[src/rtl/program_loader.sv]
// program_loader: buffers external program bytes onto the memory-data bus during sequencer RAM-load passes.
// Optional running checksum enabled by defining LOADER_CHECKSUM_EN.
module program_loader (
  input  logic       clk,
  input  logic       rst,
  input  logic       start,
  input  logic [7:0] ui_in,
  input  logic       byte_valid,
  output logic       byte_ack,
  input  logic       ready,
  input  logic       read_ui_in,
  input  logic       done_load,
  output logic       programming,
  output logic [7:0] bus_out,
  output logic       bus_en,
  output logic [3:0] load_count,
  output logic       load_done,
  output logic       underrun,
  output logic [7:0] checksum
);
  typedef enum logic [1:0] {IDLE, LOAD, DRAIN, DONE} state_t;
  state_t state;
  logic full;
  logic [7:0] data_q;
  logic begin_s, capture, commit;
  assign begin_s = start && (state == IDLE || state == DONE);
  assign capture = state == LOAD && !full && byte_valid;
  assign commit = programming && done_load;
  assign byte_ack = capture;
  assign bus_out = full ? data_q : 8'h00;
  assign bus_en = read_ui_in && programming;
  always_ff @(posedge clk or posedge rst) begin
    if (rst) begin
      state <= IDLE;
      programming <= 1'b0;
      full <= 1'b0;
      data_q <= 8'h00;
      load_count <= 4'd0;
      load_done <= 1'b0;
      underrun <= 1'b0;
    end else if (begin_s) begin
      state <= LOAD;
      programming <= 1'b1;
      full <= 1'b0;
      data_q <= 8'h00;
      load_count <= 4'd0;
      load_done <= 1'b0;
      underrun <= 1'b0;
    end else if (programming) begin
      // a fresh capture wins over the commit freeing an (empty) buffer
      if (capture) begin
        data_q <= ui_in;
        full <= 1'b1;
      end else if (done_load) begin
        full <= 1'b0;
      end
      if (read_ui_in && !full)
        underrun <= 1'b1;
      if (done_load)
        load_count <= load_count + 4'd1;
      if (state == LOAD && done_load && load_count == 4'd15)
        state <= DRAIN;
      if (state == DRAIN && ready) begin
        state <= DONE;
        programming <= 1'b0;
        load_done <= 1'b1;
      end
    end
  end
`ifdef LOADER_CHECKSUM_EN
  logic [7:0] sum_q;
  assign checksum = sum_q;
  always_ff @(posedge clk or posedge rst) begin
    if (rst)
      sum_q <= 8'h00;
    else if (begin_s)
      sum_q <= 8'h00;
    else if (commit)
      sum_q <= sum_q + bus_out;
  end
`else
  logic unused_commit;
  assign unused_commit = commit;
  assign checksum = 8'h00;
`endif
endmodule
[config.mk]
export PLATFORM = sky130hd
export DESIGN_NAME = program_loader
export DESIGN_NICKNAME = d
export VERILOG_FILES = /design/src/rtl/program_loader.sv
export SDC_FILE = /design/constraint.sdc
export NUM_CORES = 1
export LEC_CHECK = 0
export CORE_MARGIN = 8
export CORE_UTILIZATION = 44
export DETAILED_ROUTE_END_ITERATION = 7
export GPL_ROUTABILITY_DRIVEN = 0
export GPL_TIMING_DRIVEN = 0
export HOLD_SLACK_MARGIN = 0.02
export PLACE_DENSITY = 0.81
export REMOVE_ABC_BUFFERS = 1
export SYNTH_ARGS = -nofsm -noshare
export SYNTH_HDL_FRONTEND = slang
export SYNTH_SLANG_ARGS = --single-unit
export TNS_END_PERCENT = 1
[constraint.sdc]
create_clock -name clk -period 3.8 [get_ports clk]
set_input_delay 0.57 -clock clk [delete_from_list [all_inputs] [get_ports clk]]
set_output_delay 0.57 -clock clk [all_outputs]
set_load 0.005 [all_outputs]
# Word level (Yosys, flattened, before mapping)
# Index checks and enable logic that the tools add are counted.
# totals
inputBits	15
wordCells	60
output_inout_bits	25
reg_bits	18
# classes
n_reduce_logical	24
muxes	24
n_addsub	1
eq_ne	4
# op_table
op	n
$mux 8	4
$mux 1	13
$mux 4	3
$reduce_and 2->1	6
$reduce_bool 2->1	5
$logic_and 1x1->1	8
$mux 2	4
$reduce_bool 3->1	2
$add 4x1->4 const B	1
$eq 2x2->1 const B	2
$eq 4x4->1 const B	1
$eq 2x1->1 const B	1
$logic_not 2->1	1
$logic_not 1->1	1
$logic_or 1x1->1	1

# Depth between registers and ports, before layout
# Gate-level depths: netlist of the first run.
# depth
ltp_word	7
mapped_depth	6
mapped_depth_nobuf	5

# Worst setup path after synthesis of the first run
# OpenSTA, ideal clock, no wires.
# synth_path
path_type	reg-to-reg
startpoint	register state[0]
endpoint	register state[0]
required_time_ns	3.669
setup_time_ns	0.131
period_less_slack_ns	1.402
slack_ns	2.398
t_arrival_ns	1.271
path_stages_with_launch	6
path_buffers	1
cell_sequence	dfrtp_1 -> inv_1 -> ha_1 -> and2_1 -> clkbuf_1 -> or3_1
# synth_via
elab_chain_cells	5
elab_cells_between_ends	15
classes_between	eq/ne: 3; mux: 3; reduce/logical: 9
# synth_lines
element	line_no	rtl
start: declaration	22	state_t state;
start signal: assignment	34	state <= IDLE;
start signal: assignment	42	state <= LOAD;
start signal: assignment	62	state <= DRAIN;
$eq 2x2->1, or another cell as far along	63	if (state == DRAIN && ready) begin
$logic_and 1x1->1, or another cell as far along	63	
$mux 2, or another cell as far along	63	
$mux 2, or another cell as far along	49	end else if (programming) begin
$mux 2 or $reduce_and 2->1 (tied branches)	--	
# Several ways; a longest one is shown, not always the timed one. The select of a mux whose other input is x is not followed.
# A chain may end at the register's enable or synchronous reset.

# Worst setup path in the final report of the first run
# layout_path
startpoint	input byte_valid
endpoint	output byte_ack
# layout_via
elab_chain_cells	1
# layout_lines
element	line_no	rtl
start: declaration	8	input logic byte_valid,
$logic_and 1x1->1	27	assign capture = state == LOAD && !full && byte_valid;
end: declaration	9	output logic byte_ack,
# Every way passes these cells.

==> impl_metrics.toml, run 1 <==
[timing]
setup-tns-final_ns = 0
setup_violations = 0
min_period_ns = 2.34
clock_skew_ns = 0.000906
max_freq_mhz = 428
hold_violations = 0
slew-limit-headroom_pct = 56.5
slew_viol_final = 0
finalCritPeriodShare_pct = 61.5
worst_pin_slew_ns = 0.651
rsz0062_at_grt = "false"

[detailed_routing]
vias = 763
drc_errors = 0
drt_iter0_drc = 11
firstDrtPassIters = 3
wirelength_microns = 2090
wire_per_inst_microns = 13.1
vias_per_cell = 4.77
drtAntennaViolNets = 0

[floorplan]
core_sq_mm = 0.00198
chipWidth_microns = 62.2
ioPinCount = 40
start_util_pct = 47.3
core.rowCount = 16
die-area_sq_mm = 0.00387
die_h_microns = 62.2

[power_and_ir_drop]
total_power_uw = 304
p_leak_nw = 0.567
p_per_area_mw_per_mm2 = 244
peakVddDrop_mv = 0.195

[global_routing]
grt-ovfl-total = 0
grt_pass1_wl_microns = 3710
grtUsageTotal_pct = 11.4
antenna_found_initial = 0
grt_pass1_vias = 845
grt_max_degree = 19

[clocking]
h-tree-depth = 1
cts_resized = 0
post_cts_buffers = 0
clock_latency_ns = 0.28
cts_root_buffer = "clkbuf_4"
postCtsHoldBufs = 0
cts.path.max_buffers = 2
cts_buffers = 3
cts_sinks = 18
clk_pin_slew_ns = 0.09
cts_tree = "built"

[worst_hold_path]
hold_path_class = "reg2reg"

[finish]
synthToLayoutAreaGrowth_pct = 32.4
multi_input_area_sq_um = 410
antenna_cells = 0
nNetsFinal = 153
fillers = 174
layout-drive-gt1-share_pct = 3.01
regArea_sq_um = 450

[critical_path]
end_kind = "output pin"
crit_type = "in2out"
critPathSlowestCell = "clkdlybuf4s50_1"
path_max_fanout = 3
cpPeakStageDelay_ns = 0.52
start_kind = "primary input"
cp.arrival_ns = 1.77
crit_chain = "clkdlybuf4s50_1, and3_1, clkdlybuf4s50_1"
cp_common_cell = "clkdlybuf4s50_1"
crit_required_ns = 3.23

[logic_synthesis]
netlist_area_sq_um = 938
ys_ff_latch = 18
ys.flop_type = "dfrtp_1"
postSynthAreaPerCell_sq_um = 8.94
yosys.cell_count.top_type = "nand2_1"
synth_top_area_cell = "dfrtp_1"
synth_cell_types = 23
synthTopCellsByArea = "dfrtp_1 48%, nand2_1 8.4%, and2_1 6.7%"
ys_async_sr_fraction_pct = 100
synth_top_area_share_pct = 48.0
synth_common_cells = "21 x nand2_1, 18 x dfrtp_1, 12 x a21oi_1, 10 x and2_1, 8 x buf_4"
syn_inst = 105
yosysWarnings = 0
synth-edff-count = 0
ys_seq_area_share_pct = 48.0

[placement]
io_buffers = 31
hpwl_microns = 1630

[run_status]
status = "finished clean"

[job]
drv_cap = 0
-- kinds of logic after synthesis --
family                   count (synthesis)  synth area share [%]
AND/OR/NAND/NOR                         47                  24.8
adder cells (fa/ha/maj)                  3                  4.00
other                                    1                 0.400
buffers and inverters                   17                  11.1
AO/OA/AOI/OAI                           17                  9.87
flip-flops                              18                  48.0
XOR/XNOR                                 2                  1.87
-- per-layer routing --
metal | up-vias | GRT usage [%] | wire length [microns]
met5 | - | 0 | 0
met4 | 0 | 4.37 | 17
met3 | 2 | 3.94 | 131
met2 | 28 | 18.9 | 944
met1 | 347 | 13.0 | 998
li1 | 386 | - | -
-- report_power, final --
part | total (mW) | internal, mW | switching [mW]
clock network | 0.0891 | 0.0368 | 0.0523
logic | 0.0233 | 0.0139 | 0.00938
registers | 0.191 | 0.191 | 0
total | 0.304 | 0.242 | 0.0617
-- layout by cell type (no fill, tap or decap), drive strengths merged --
| cell type | instances |
|---|---|
| clkdlybuf4s50 | 31 |
| dfrtp | 18 |
| nand2 | 22 |
| or3 | 2 |
| nor2 | 4 |
| conb | 8 |
| o21ai | 2 |
| nand3 | 4 |
| xor2 | 2 |
| nand4b | 1 |
| and2 | 10 |
| a31oi | 1 |
| a41oi | 1 |
| o21a | 1 |
| a21oi | 12 |
| and4b | 1 |
| inv | 4 |
| and3 | 3 |
| ha | 3 |
| clkbuf | 3 |
-- final timing paths --
path | startpoint | to | slack (ns) | cells after the start
hold reg to reg | underrun | underrun | 0.50 | 2
hold / removal | underrun | underrun | 0.50 | 2
setup / recovery | byte_valid | byte_ack | 1.46 | 3
min in group asynchronous | rst | data_q[2] | 0.67 | 2
setup reg to reg | state[0] | state[0] | 2.23 | 4
max in group asynchronous | rst | data_q[4] | 2.72 | 2
-- area by class of cell --
cell class | count | area share (%)
Sequential cell | 18 | 36.3
Multi-Input combinational cell | 77 | 33.0
Timing Repair Buffer | 31 | 25.0
Tap cell | 27 | 2.72
Clock buffer | 3 | 1.81
Inverter | 4 | 1.21
-- sequential cells by signal, indices dropped and copies added, names as in the netlist --
name and flops:
data_q 8, full 1, load_count 4, load_done 1, programming 1, state 2
underrun 1
-- stage by stage --
stage               instances  setup slack, ns  cell area [sq um]  util, %  hold WS, ns
finish                    160             1.46               1240     62.7        0.504
global route              160             1.43               1240     62.7        0.540
CTS                       160             1.46               1240     62.7        0.510
detailed placement        157             1.46               1220     61.6        0.484
global placement          157             1.48               1220     61.6        0.482
floorplan                  99             2.38                876        -        0.486
-- critical path, delay by kind of cell --
family | cells | cell delay (ns)
buffers and inverters | 2 | 1.02
and+or+nand+nor | 1 | 0.18
Power figures use the tool's default switching activity.
==> inputs of run 2 (changes only) <==
--- a/config.mk
+++ b/config.mk
@@ -5,13 +5,14 @@
 export SDC_FILE = /design/constraint.sdc
 export NUM_CORES = 1
 export LEC_CHECK = 0
+export CORE_ASPECT_RATIO = 0.6
 export CORE_MARGIN = 8
-export CORE_UTILIZATION = 44
+export CORE_UTILIZATION = 41
 export DETAILED_ROUTE_END_ITERATION = 7
 export GPL_ROUTABILITY_DRIVEN = 0
 export GPL_TIMING_DRIVEN = 0
 export HOLD_SLACK_MARGIN = 0.02
-export PLACE_DENSITY = 0.81
+export PLACE_DENSITY = 0.76
 export REMOVE_ABC_BUFFERS = 1
 export SYNTH_ARGS = -nofsm -noshare
 export SYNTH_HDL_FRONTEND = slang
==> constraint.sdc (replaced) <==
create_clock -name clk -period 2.4 [get_ports clk]
set_input_delay 0.36 -clock clk [delete_from_list [all_inputs] [get_ports clk]]
set_output_delay 0.36 -clock clk [all_outputs]
set_load 0.005 [all_outputs]
==> run 2 against run 1 <==
Net effect:
- die area up 6.7%
- clock-buffer cell count up 1
- global-route usage about the same
- register-to-register slack worse by 1.4 ns
- worst setup slack worse by 1.0 ns
==> impl_metrics.toml, run 2 (same netlist as run 1, synthesis figures left out) <==
[run_status]
status = "finished clean"

[floorplan]
ioPinCount = 40
chipWidth_microns = 77.8
core.rowCount = 13
die_h_microns = 53.1
start_util_pct = 43.4
core_sq_mm = 0.00216
die-area_sq_mm = 0.00413

[critical_path]
start_kind = "flop"
endpoint = "byte_ack"
reg2reg_to = "state[0]"
r2r_setup_slack_ns = 0.84
reg2regPathDepth = 4
cp.arrival_ns = 1.61
r2r-start = "state[0]"
cp-startpoint = "state[1]"
crit_required_ns = 2.04
path_max_fanout = 4
crit_type = "reg2out"
end_kind = "output pin"

[finish]
fillers = 189
final_common_cell = "clkdlybuf4s50_1"
layout-drive-gt1-share_pct = 3.73
layout_common_cells = "31 x clkdlybuf4s50_1, 21 x nand2_1, 18 x dfrtp_1, 12 x a21oi_1, 10 x and2_1"
antenna_cells = 0
regArea_sq_um = 450
nNetsFinal = 153
largest_register = "data_q"
multi_input_area_sq_um = 410
stdcell_area_sq_mm = 0.00128
largest_reg_flops = 8
synthToLayoutAreaGrowth_pct = 36.3
largestRegisters = "data_q (8), load_count (4), state (2)"

[global_routing]
grt_pass1_vias = 772
antenna_found_initial = 0
grt-ovfl-total = 0
grtUsageTotal_pct = 11.4
grt_pass1_wl_microns = 3640
grt_max_degree = 19

[clocking]
clk_pin_slew_ns = 0.07
postCtsHoldBufs = 0
cts_tree = "built"
cts_root_buffer = "clkbuf_8"
post_cts_buffers = 0
clock_latency_ns = 0.26
cts.path.max_buffers = 2
cts_resized = 0
cts_sinks = 18
h-tree-depth = 1
cts_buffers = 3

[placement]
hpwl_microns = 1620
pre_cts_slack_ns = 0.507
dpl_cell_area_sq_mm = 0.00122
io_buffers = 31

[detailed_routing]
vias_per_cell = 4.72
drc_errors = 0
firstDrtPassIters = 4
drtAntennaViolNets = 0
wire_per_inst_microns = 13.2
wirelength_microns = 2170
drt_iter0_drc = 19
vias = 774

[timing]
slew-limit-headroom_pct = 55.4
finalCritPeriodShare_pct = 81.9
setup_violations = 0
rsz0062_at_grt = "false"
setup-tns-final_ns = 0
setup_slack_ns = 0.434
slew_viol_final = 0
max_freq_mhz = 509
clock_skew_ns = 0.00344
min_period_ns = 1.97
worst_pin_slew_ns = 0.668
hold_violations = 0

[power_and_ir_drop]
p_per_area_mw_per_mm2 = 463
total_power_uw = 592
peakVddDrop_mv = 0.282
p_leak_nw = 0.582

[job]
drv_cap = 0

[worst_hold_path]
hold_path_class = "in2async"
run 2: changes by cell type in the layout (fill, tap and decap cells not counted), sizes merged:
cell	before	now
clkbuf	3	4
run 2: through the flow:
step | hold slack [ns] | instances | util (%)
2_1_floorplan | 0.299 | 99 | -
3_3_place_gp | 0.479 | 160 | 56.6
3_5_place_dp | 0.488 | 160 | 56.6
4_1_cts | 0.504 | 164 | 59.1
5_1_grt | 0.535 | 164 | 59.1
6_report | 0.496 | 164 | 59.1
run 2: report_power, final:
group / internal (mW) / switching, mW
combinational: 0.0220 / 0.0147
clock: 0.146 / 0.106
sequential: 0.303 / 0
total: 0.471 / 0.121
run 2: area by class of cell:
cell class,instances,share of cell area [%]
multi-input cells,77,32.1
repair buffers,31,24.3
flip-flops and latches,18,35.2
inverters,4,1.17
well taps,30,2.94
clock buffers,4,4.31
run 2: worst min-delay path by stage:
stage	start	endpoint	depth (start not counted)
after detailed placement	load_done	load_done	1
final	rst	underrun	2
after global routing	load_done	load_done	1
after CTS	load_done	load_done	1
after floorplan	rst	data_q[0]	1
after global placement	load_done	load_done	1
run 2: worst max-delay path, stage by stage (launching register included):
cell             delay (ns)
dfrtp_1                0.40
inv_1                  0.08
ha_1                   0.20
and3_1                 0.16
clkdlybuf4s50_1        0.51
run 2: metal layers:
| metal | global-route usage (%) | routed length, microns |
|---|---|---|
| met5 | 0 | 0 |
| met3 | 6.08 | 217 |
| met2 | 17.7 | 950 |
| met1 | 13.1 | 962 |
| met4 | 4.66 | 35 |
